===== src/rtl/reaction_pkg.sv =====
// Shared types and constants for the reaction timer game controller.
// State encoding, LFSR seed/taps and the default display saturation limit.
package reaction_pkg;

    localparam int CW = 14;

    typedef enum logic [2:0] {
        IDLE,
        WAIT,
        GO,
        RESULT,
        FOUL
    } state_t;

    localparam logic [15:0] LFSR_SEED  = 16'hACE1;
    // Taps 16,14,13,11 expressed as bit positions 15,13,12,10
    localparam logic [15:0] LFSR_TAPS  = 16'hB400;
    localparam int          MAX_MS_DEF = 9999;

endpackage


===== src/rtl/lfsr16.sv =====
// Free-running 16-bit Fibonacci LFSR; also intended for the display blink pattern.
// A non-zero seed plus maximal-length taps keeps it out of the all-zero state.
module lfsr16
    import reaction_pkg::*;
(
    input  logic        clk,
    input  logic        rst,
    output logic [15:0] q
);

    logic [15:0] r_q;

    always_ff @(posedge clk or posedge rst) begin
        if (rst) begin
            r_q <= LFSR_SEED;
        end else begin
            r_q <= {r_q[14:0], ^(r_q & LFSR_TAPS)};
        end
    end

    assign q = r_q;

endmodule


===== src/rtl/reaction_timer.sv =====
// Reaction timer: random delay, GO indicator, millisecond reaction count.
// Optional best-time register enabled by defining REACTION_BEST_EN.
module reaction_timer
    import reaction_pkg::*;
#(
    parameter int CLK_FREQ     = 100000000,
    parameter int MIN_DELAY_MS = 1000,
    parameter int RAND_BITS    = 11,
    parameter int MAX_MS       = MAX_MS_DEF
) (
    input  logic          clk,
    input  logic          rst,
    input  logic          btn_start,
    input  logic          btn_react,
    output logic [CW-1:0] number,
    output logic          go_led,
    output logic          foul,
    output logic          busy
`ifdef REACTION_BEST_EN
    ,
    output logic [CW-1:0] best
`endif
);

    localparam int PRESC = CLK_FREQ / 1000;
    localparam int PW    = (PRESC > 1) ? $clog2(PRESC) : 1;
    localparam int TW    = (RAND_BITS + 1 > CW) ? RAND_BITS + 1 : CW;
    localparam logic [CW-1:0] MAXV = CW'(MAX_MS);

    logic [15:0]   w_lfsr;
    logic          w_unused;
    logic [2:0]    r_st_sync;
    logic [2:0]    r_rc_sync;
    logic          r_st_pulse;
    logic          r_rc_pulse;
    logic [PW-1:0] r_presc;
    logic          w_tick;
    logic          w_clr;
    state_t        r_state;
    state_t        w_state_n;
    logic [CW-1:0] r_wcnt;
    logic [CW-1:0] w_wcnt_n;
    logic [CW-1:0] w_wnext;
    logic [CW-1:0] r_cnt;
    logic [CW-1:0] w_cnt_n;
    logic [TW-1:0] r_tgt;
    logic [TW-1:0] w_tgt_n;
    logic [CW-1:0] w_num_n;
    logic [CW-1:0] r_number;
    logic          r_go;
    logic          r_foul;
    logic          r_busy;

    lfsr16 u_lfsr (
        .clk (clk),
        .rst (rst),
        .q   (w_lfsr)
    );

    // Upper LFSR bits are reserved for the display blink pattern
    assign w_unused = ^(w_lfsr >> RAND_BITS);

    always_ff @(posedge clk or posedge rst) begin
        if (rst) begin
            r_st_sync  <= '0;
            r_rc_sync  <= '0;
            r_st_pulse <= 1'b0;
            r_rc_pulse <= 1'b0;
        end else begin
            r_st_sync  <= {r_st_sync[1:0], btn_start};
            r_rc_sync  <= {r_rc_sync[1:0], btn_react};
            r_st_pulse <= r_st_sync[1] & ~r_st_sync[2];
            r_rc_pulse <= r_rc_sync[1] & ~r_rc_sync[2];
        end
    end

    assign w_tick  = (r_presc == PW'(PRESC - 1));
    assign w_wnext = r_wcnt + 1'b1;

    always_comb begin
        w_state_n = r_state;
        w_wcnt_n  = r_wcnt;
        w_cnt_n   = r_cnt;
        w_tgt_n   = r_tgt;
        unique case (r_state)
            IDLE, RESULT, FOUL: begin
                if (r_st_pulse) begin
                    w_state_n = WAIT;
                    w_tgt_n   = TW'(MIN_DELAY_MS)
                              + TW'(w_lfsr[RAND_BITS-1:0]);
                    w_wcnt_n  = '0;
                end
            end
            WAIT: begin
                if (r_rc_pulse) begin
                    w_state_n = FOUL;
                end else if (w_tick) begin
                    w_wcnt_n = w_wnext;
                    if (TW'(w_wnext) >= r_tgt) begin
                        w_state_n = GO;
                        w_cnt_n   = '0;
                    end
                end
            end
            GO: begin
                // A press wins over a tick landing in the same clk
                if (r_rc_pulse) begin
                    w_state_n = RESULT;
                end else if (w_tick) begin
                    if (r_cnt >= MAXV - 1'b1) begin
                        w_cnt_n   = MAXV;
                        w_state_n = RESULT;
                    end else begin
                        w_cnt_n = r_cnt + 1'b1;
                    end
                end
            end
            default: begin
                w_state_n = IDLE;
            end
        endcase
    end

    assign w_clr   = (w_state_n != r_state)
                  && (w_state_n == WAIT || w_state_n == GO);
    assign w_num_n = (w_state_n == GO || w_state_n == RESULT)
                   ? w_cnt_n : '0;

    always_ff @(posedge clk or posedge rst) begin
        if (rst) begin
            r_state  <= IDLE;
            r_presc  <= '0;
            r_wcnt   <= '0;
            r_cnt    <= '0;
            r_tgt    <= '0;
            r_number <= '0;
            r_go     <= 1'b0;
            r_foul   <= 1'b0;
            r_busy   <= 1'b0;
        end else begin
            r_state  <= w_state_n;
            r_presc  <= (w_clr || w_tick) ? '0 : r_presc + 1'b1;
            r_wcnt   <= w_wcnt_n;
            r_cnt    <= w_cnt_n;
            r_tgt    <= w_tgt_n;
            r_number <= w_num_n;
            r_go     <= (w_state_n == GO);
            r_foul   <= (w_state_n == FOUL);
            r_busy   <= (w_state_n == WAIT) || (w_state_n == GO);
        end
    end

`ifdef REACTION_BEST_EN
    logic [CW-1:0] r_best;

    always_ff @(posedge clk or posedge rst) begin
        if (rst) begin
            r_best <= MAXV;
        end else if (r_state == GO && r_rc_pulse && r_cnt < r_best) begin
            r_best <= r_cnt;
        end
    end

    assign best = r_best;
`endif

    assign number = r_number;
    assign go_led = r_go;
    assign foul   = r_foul;
    assign busy   = r_busy;

endmodule


===== config.mk =====
export PLATFORM = sky130hd
export DESIGN_NAME = reaction_timer
export DESIGN_NICKNAME = d
export VERILOG_FILES = /design/src/rtl/reaction_pkg.sv /design/src/rtl/lfsr16.sv /design/src/rtl/reaction_timer.sv
export SDC_FILE = /design/constraint.sdc
export NUM_CORES = 1
export LEC_CHECK = 0
export ABC_AREA = 1
export CAP_MARGIN = 20
export CORE_MARGIN = 2
export CORE_UTILIZATION = 50
export CTS_CLUSTER_DIAMETER = 100
export DETAILED_ROUTE_END_ITERATION = 12
export PLACE_DENSITY = 0.68
export SYNTH_ARGS = -nofsm -noshare
export SYNTH_HDL_FRONTEND = slang
export SYNTH_SLANG_ARGS = --single-unit

===== constraint.sdc =====
create_clock -name clk -period 4 [get_ports clk]
set_clock_uncertainty 0.15 [all_clocks]
set_input_delay 0.8 -clock clk [delete_from_list [all_inputs] [get_ports clk]]
set_output_delay 0.8 -clock clk [all_outputs]
set_load 0.05 [all_outputs]

==> results of run 1 <==
[cells by family after synthesis]
kind of cell | count (synthesis)
adders and majority gates | 17
AOI/OAI and AO/OA | 80
DFF | 101
xor gates and xnor gates | 27
and+or+nand+nor | 269
buffers and inverters | 117
[routing by layer]
layer,GRT usage,vias to the layer above,part of all wire
met2,0.295,92,0.44
met1,0.281,1847,0.49
met4,0.0912,0,0.021
met5,0,-,0
li1,-,2006,-
met3,0.0294,14,0.041
[worst register-to-register path: stages, from the launching register on]
cell and delay, ns:
dfrtp_1 0.44, ha_1 0.21, nand2_1 0.07, nor2_2 0.13, inv_1 0.08, nor3_1 0.23, xor2_1 0.21, inv_1 0.07
ha_1 0.27, nand2_1 0.06, nor2_1 0.11, nand2_1 0.07, nand2_1 0.05, nand2_1 0.06, nand3_2 0.10, nand3_2 0.11
nand2_4 0.20, nand3_1 0.15, nand2_2 0.10, nand2_2 0.06, nand2_4 0.23, nor2_1 0.08
[power by group through the flow]
stage,clock [mW],combinational (mW),sequential (mW)
after floorplan,0,0.457,1.20
after global routing,0.697,0.650,1.17
after global placement,0,0.554,1.18
final,0.636,0.567,1.16
after detailed placement,0,0.567,1.18
after CTS,0.657,0.571,1.16
[area by class of cell]
type	instances	share of cell area
multi-input cells	393	0.384
flip-flops and latches	101	0.441
clock inverters	7	0.0117
repair buffers	22	0.0396
clock buffers	9	0.0215
well taps	136	0.0296
inverters	110	0.0726
[state kept, by name, indices dropped and copies added, names as in the netlist, 3 cells and up]
signal     count
number        14
r_rc_sync      3
r_tgt         12
r_cnt         14
r_wcnt        14
u_lfsr.q      16
r_st_sync      3
r_presc       17
r_state        3
[cells in the mapped netlist, drive strengths merged (6+ instances only)]
library cell / n
ha: 17
nand3: 38
o22ai: 13
nor3: 20
nor2: 62
a21oi: 18
xnor2: 6
xor2: 21
o21ai: 36
dfrtp: 93
nand4: 10
nand2: 133
dfstp: 8
inv: 110
[how the worst max path moves through the flow]
stage	slack, ns	startpoint	end
after floorplan	0.42	rst	busy
after global placement	0.77	r_wcnt[0]	r_presc[5]
after detailed placement	0.63	r_wcnt[0]	r_presc[5]
after CTS	0.62	r_wcnt[0]	r_presc[4]
after global routing	0.25	r_wcnt[0]	r_presc[1]
final	0.65	r_wcnt[0]	r_presc[4]
==> results.yml, run 1 <==
power:
  p_int_mw: 1.52
  power_frac_seq: 0.491
  power_mw: 2.36
  leakage_nw: 2.74
  comb_power_share: 0.240
  p_sw_mw: 0.846
  powerDensity_mw_per_mm2: 411
  ir_drop_uv: 228
  clkPwrFrac: 0.269
  p_sw_frac: 0.358
clock_tree:
  post_cts_buffers: 0
  cts.clk_slew.worst_paths_ns: 0.11
  tritoncts: "done"
  cts_resized: 0
  clk_latency_ns: 0.39
  cts_max_level: 3
  clockBufferDepth: 2
  postCtsHoldBufs: 0
  cts_made_buffers: 9
  root_buffer: "clkbuf_8"
  cts_sinks: 101
logic_synthesis:
  synth_top_family_by_area: "simple AND/OR/NAND/NOR gates"
  synth_xor_area_frac: 0.0454
  yosys.area.top_type: "dfrtp_1"
  synthArstFlopShare: 1.00
  synth_fa_ha_area_frac: 0.0408
  synth_edf_count: 0
  synth.distinct_cells: 41
  yosysWarnings: 0
  synth.area.mux_share: 0
  synth_top_area_frac: 0.447
  netlist_instances: 611
  synth-simple-area-share: 0.249
  avgSynthCellArea_sq_um: 8.52
  yosysSeqAreaShare: 0.487
  synth-compound-area-share: 0.0889
  synth_top_flop_cell: "dfrtp_1"
  syn_area_sq_mm: 0.00521
  ys_ff_latch: 101
  synthTopCellsByArea: "dfrtp_1 (45%), nand2_1 (8.9%), inv_1 (7.4%)"
  syn_nets: 632
cells_and_area:
  fin_area_sq_mm: 0.00576
  regArea_sq_mm: 0.00254
  final_common_cell: "nand2_1"
  synthToLayoutAreaGrowth_pct: 10.5
  fin_nets: 658
  finish.utilization: 0.563
  antenna_cells: 0
  multiInputGateArea_sq_mm: 0.00221
  drive_gt1_frac: 0.120
  final_cell_mix: "nand2_1 (124), inv_1 (101), dfrtp_1 (93)"
  fillers: 917
  final_cells: 778
critical_path:
  start_kind: "register"
  r2r_slack_ns: 0.65
  cp_num_buf_inv: 2
  required_ns: 4.11
  r2r-end: "r_presc[4]"
  critPathKind: "reg2reg"
  r2r_cells: 21
  path_cells: "ha_1 -> nand2_1 -> nor2_2 -> inv_1 -> nor3_1 -> xor2_1 -> inv_1 -> ha_1 -> nand2_1 -> nor2_1 -> nand2_1 -> nand2_1 -> nand2_1 -> nand3_2 -> nand3_2 -> nand2_4 -> nand3_1 -> nand2_2 -> nand2_2 -> nand2_4 -> nor2_1"
  timing.rr.start: "r_wcnt[0]"
  cpMaxStageDelayCell: "dfrtp_1"
  worstPathArrival_ns: 3.46
  cp-end-kind: "register"
  crit_top_cell: "nand2_1"
  crit_path_max_fanout: 17
  crit_cells: 21
  cp_top_family: "simple AND/OR/NAND/NOR gates"
  slowest_delay_ns: 0.44
timing:
  post-route-period-util: 0.838
  rsz0062_at_grt: "no"
  fin_ws_ns: 0.649
  fin_setup_tns_ns: 0
  max_slew_margin: 0.516
  fmax_mhz: 298
  tightest_slew_ns: 0.727
  finalMaxSlewViolations: 0
  finalHoldViolations: 0
  period_minus_slack_ns: 3.35
  whs_ns: 0.206
  setup_viol: 0
place:
  io_buffers: 20
  place_area_sq_mm: 0.00556
  dpl.hpwl_um: 7120
  pre_cts_ws_ns: 0.634
  place_congestion: 0.880
  place_inst: 761
global_route:
  overflow: 0
  grt_usage: 0.196
  antenna_found_initial: 0
  grt_max_degree: 61
  grt_pass1_vias: 3740
  grt_pass1_wl_um: 17400
routing:
  drc: 0
  vias: 3959
  firstDrtPassIters: 5
  drt-vias-per-instance: 5.09
  drt_iter0_markers: 198
  wl_um: 9890
  drtAntennaViolNets: 0
  wl_per_cell_um: 12.7
die:
  die-area_sq_mm: 0.0112
  rows: 37
  chipWidth_um: 106
  die_h_um: 106
  core_sq_mm: 0.0102
  io_pins: 21
  initial_core_util: 0.509
min_path:
  worstHoldStart: "r_st_sync[0]"
  min_path_type: "reg2reg"
  hold_path_end: "r_st_sync[1]"
  holdPathStages: 0
outcome:
  outcome: "completed"
run:
  maxCapViolCount: 0
Note: power is estimated with default switching activity, not from simulation.
==> inputs of run 2 (changes only) <==
--- a/config.mk
+++ b/config.mk
@@ -11,7 +11,7 @@
 export CORE_UTILIZATION = 50
 export CTS_CLUSTER_DIAMETER = 100
 export DETAILED_ROUTE_END_ITERATION = 12
-export PLACE_DENSITY = 0.68
+export PLACE_DENSITY = 0.7
 export SYNTH_ARGS = -nofsm -noshare
 export SYNTH_HDL_FRONTEND = slang
 export SYNTH_SLANG_ARGS = --single-unit
==> constraint.sdc (replaced) <==
create_clock -name clk -period 2.8 [get_ports clk]
set_clock_uncertainty 0.15 [all_clocks]
set_input_delay 0.56 -clock clk [delete_from_list [all_inputs] [get_ports clk]]
set_output_delay 0.56 -clock clk [all_outputs]
set_load 0.05 [all_outputs]
==> results.yml, run 2 (same netlist as run 1, synthesis figures left out) <==
outcome:
  outcome: "finished, violations left"
  violations: "negative setup slack"
cells_and_area:
  final_common_cell: "nand2_1"
  finish.utilization: 0.636
  largest_reg_flops: 17
  final_cells: 823
  drive_gt1_frac: 0.262
  final_cell_mix: "nand2_1 (111), inv_1 (96), dfrtp_1 (93)"
  fillers: 813
  fin_nets: 703
  regMostFlops: "r_presc"
  synthToLayoutAreaGrowth_pct: 25.0
  antenna_cells: 0
  fin_area_sq_mm: 0.00651
timing:
  tightest_slew_ns: 0.528
  post-route-period-util: 1.14
  fmax_mhz: 312
  max_slew_margin: 0.648
  fin_ws_ns: -0.400
  finalHoldViolations: 0
  setup_viol: 48
  rsz0062_at_grt: "yes"
  finalMaxSlewViolations: 0
  period_minus_slack_ns: 3.20
  whs_ns: 0.209
  fin_setup_tns_ns: -14.37
routing:
  wl_um: 11400
  vias: 4304
  drt_iter0_markers: 190
  drc: 0
  drtAntennaViolNets: 0
  wl_per_cell_um: 13.8
  firstDrtPassIters: 5
  drt-vias-per-instance: 5.23
die:
  io_pins: 21
  core_sq_mm: 0.0102
  initial_core_util: 0.509
  die-area_sq_mm: 0.0112
  rows: 37
  chipWidth_um: 106
  die_h_um: 106
clock_tree:
  clockBufferDepth: 2
  cts_max_level: 3
  clk_latency_ns: 0.38
  tritoncts: "done"
  root_buffer: "clkbuf_8"
  cts_sinks: 101
  postCtsHoldBufs: 0
  cts.clk_slew.worst_paths_ns: 0.10
  cts_made_buffers: 9
run:
  maxCapViolCount: 0
critical_path:
  r2r_slack_ns: -0.40
  cpMaxStageDelayCell: "dfrtp_1"
  crit_path_start: "r_wcnt[0]"
  start_kind: "register"
  path_cells: "buf_4 -> nand3_4 -> nor3_4 -> nand2_2 -> o21ai_2 -> o21ai_2 -> inv_1 -> ha_1 -> a21oi_2 -> nor2_2 -> nor3_2 -> nand2_1 -> nand2_2 -> nand3_4 -> nand2_2 -> nand2_2 -> nand2_2 -> nand2_1 -> nand2_1 -> nand2_2 -> nand2_4 -> nand2_8 -> nor2_4"
  slowest_delay_ns: 0.39
  worstPathArrival_ns: 3.37
  r2r_cells: 23
  critPathKind: "reg2reg"
  crit_path_end: "r_presc[14]"
  r2r-end: "r_presc[14]"
  timing.rr.start: "r_wcnt[0]"
  crit_top_cell: "nand2_2"
  crit_path_max_fanout: 8
  cp-end-kind: "register"
  required_ns: 2.97
power:
  power_frac_seq: 0.429
  powerDensity_mw_per_mm2: 595
  p_sw_frac: 0.363
  p_int_mw: 2.47
  clkPwrFrac: 0.255
  p_sw_mw: 1.41
  ir_drop_uv: 281
  leakage_nw: 3.07
  comb_power_share: 0.316
place:
  dpl.hpwl_um: 7140
  io_buffers: 20
  place_congestion: 0.916
  place_area_sq_mm: 0.00573
  place_inst: 783
global_route:
  grt_usage: 0.203
  antenna_found_initial: 0
  overflow: 0
  grt_pass1_vias: 4049
  grt_pass1_wl_um: 18200
  grt_max_degree: 102
min_path:
  min_path_type: "reg2reg"
[run 2: cell count changes in the layout (fill, tap and decap cells not counted), sizes merged]
cell and change:
buf +43, bufinv +1, clkinv -2, clkinvlp +1, nand2 +2
[run 2: worst min path at each step]
| stage | from | to | slack, ns | depth (start not counted) |
|---|---|---|---|---|
| finish | r_st_sync[0] | r_st_sync[1] | 0.21 | 0 |
| global route | u_lfsr.q[14] | u_lfsr.q[15] | 0.23 | 0 |
| CTS | r_st_sync[0] | r_st_sync[1] | 0.21 | 0 |
| detailed placement | r_st_sync[0] | r_st_sync[1] | 0.19 | 0 |
| global placement | r_rc_sync[0] | r_rc_sync[1] | 0.18 | 0 |
| floorplan | r_rc_sync[0] | r_rc_sync[1] | 0.18 | 0 |
[run 2: worst max-delay path: cells and delay by family, from the launching register on]
family / cells / cell delay [ns]
compound gates: 3 / 0.39
fa+ha+maj: 1 / 0.25
buf+inv: 2 / 0.21
flops: 1 / 0.39
simple gates: 17 / 1.75
[run 2: layout make-up]
class	count	area (sq um)	area share
Inverter	110	422	0.0648
Clock inverter	7	87.6	0.0135
Multi-Input combinational cell	395	2580	0.396
Timing Repair Buffer	65	593	0.0911
Sequential cell	101	2540	0.390
Clock buffer	9	124	0.0190
Tap cell	136	170	0.0261
[run 2: metal layers]
layer | vias to the layer above | GRT usage | part of all wire
met2 | 122 | 0.340 | 0.50
met1 | 2068 | 0.266 | 0.44
met3 | 20 | 0.0282 | 0.048
met4 | 0 | 0.0836 | 0.019
met5 | - | 0 | 0
li1 | 2094 | - | -
[run 2: per-stage QoR]
stage	total power [mW]	setup slack, ns
6_report	3.87	-0.400
5_1_grt	4.11	-0.682
4_1_cts	3.71	-0.268
3_5_place_dp	2.54	-0.405
3_3_place_gp	2.51	-0.252
2_1_floorplan	2.36	-0.0928
[run 2: what timing repair did]
| action | CTS | global route |
|---|---|---|
| pin swaps | 10 | 22 |
| gates resized for setup | 36 | 54 |
| cloned | 1 | 1 |
| buffers inserted | 11 | 13 |
| endpoints found under the setup margin | 46 | 49 |
[run 2: power groups by stage]
stage / Combinational, mW / Sequential [mW] / Clock, mW
6_report: 1.22 / 1.66 / 0.988
5_1_grt: 1.35 / 1.68 / 1.08
4_1_cts: 1.04 / 1.65 / 1.01
3_5_place_dp: 0.854 / 1.69 / 0
3_3_place_gp: 0.830 / 1.68 / 0
2_1_floorplan: 0.652 / 1.71 / 0
==> inputs of run 3 (changes only) <==
--- a/config.mk
+++ b/config.mk
@@ -12,6 +12,7 @@
 export CTS_CLUSTER_DIAMETER = 100
 export DETAILED_ROUTE_END_ITERATION = 12
 export PLACE_DENSITY = 0.7
+export SLEW_MARGIN = 0
 export SYNTH_ARGS = -nofsm -noshare
 export SYNTH_HDL_FRONTEND = slang
 export SYNTH_SLANG_ARGS = --single-unit
==> results of run 3 <==
Same layout as run 2: the final DEF is identical, and so are final timing and power.
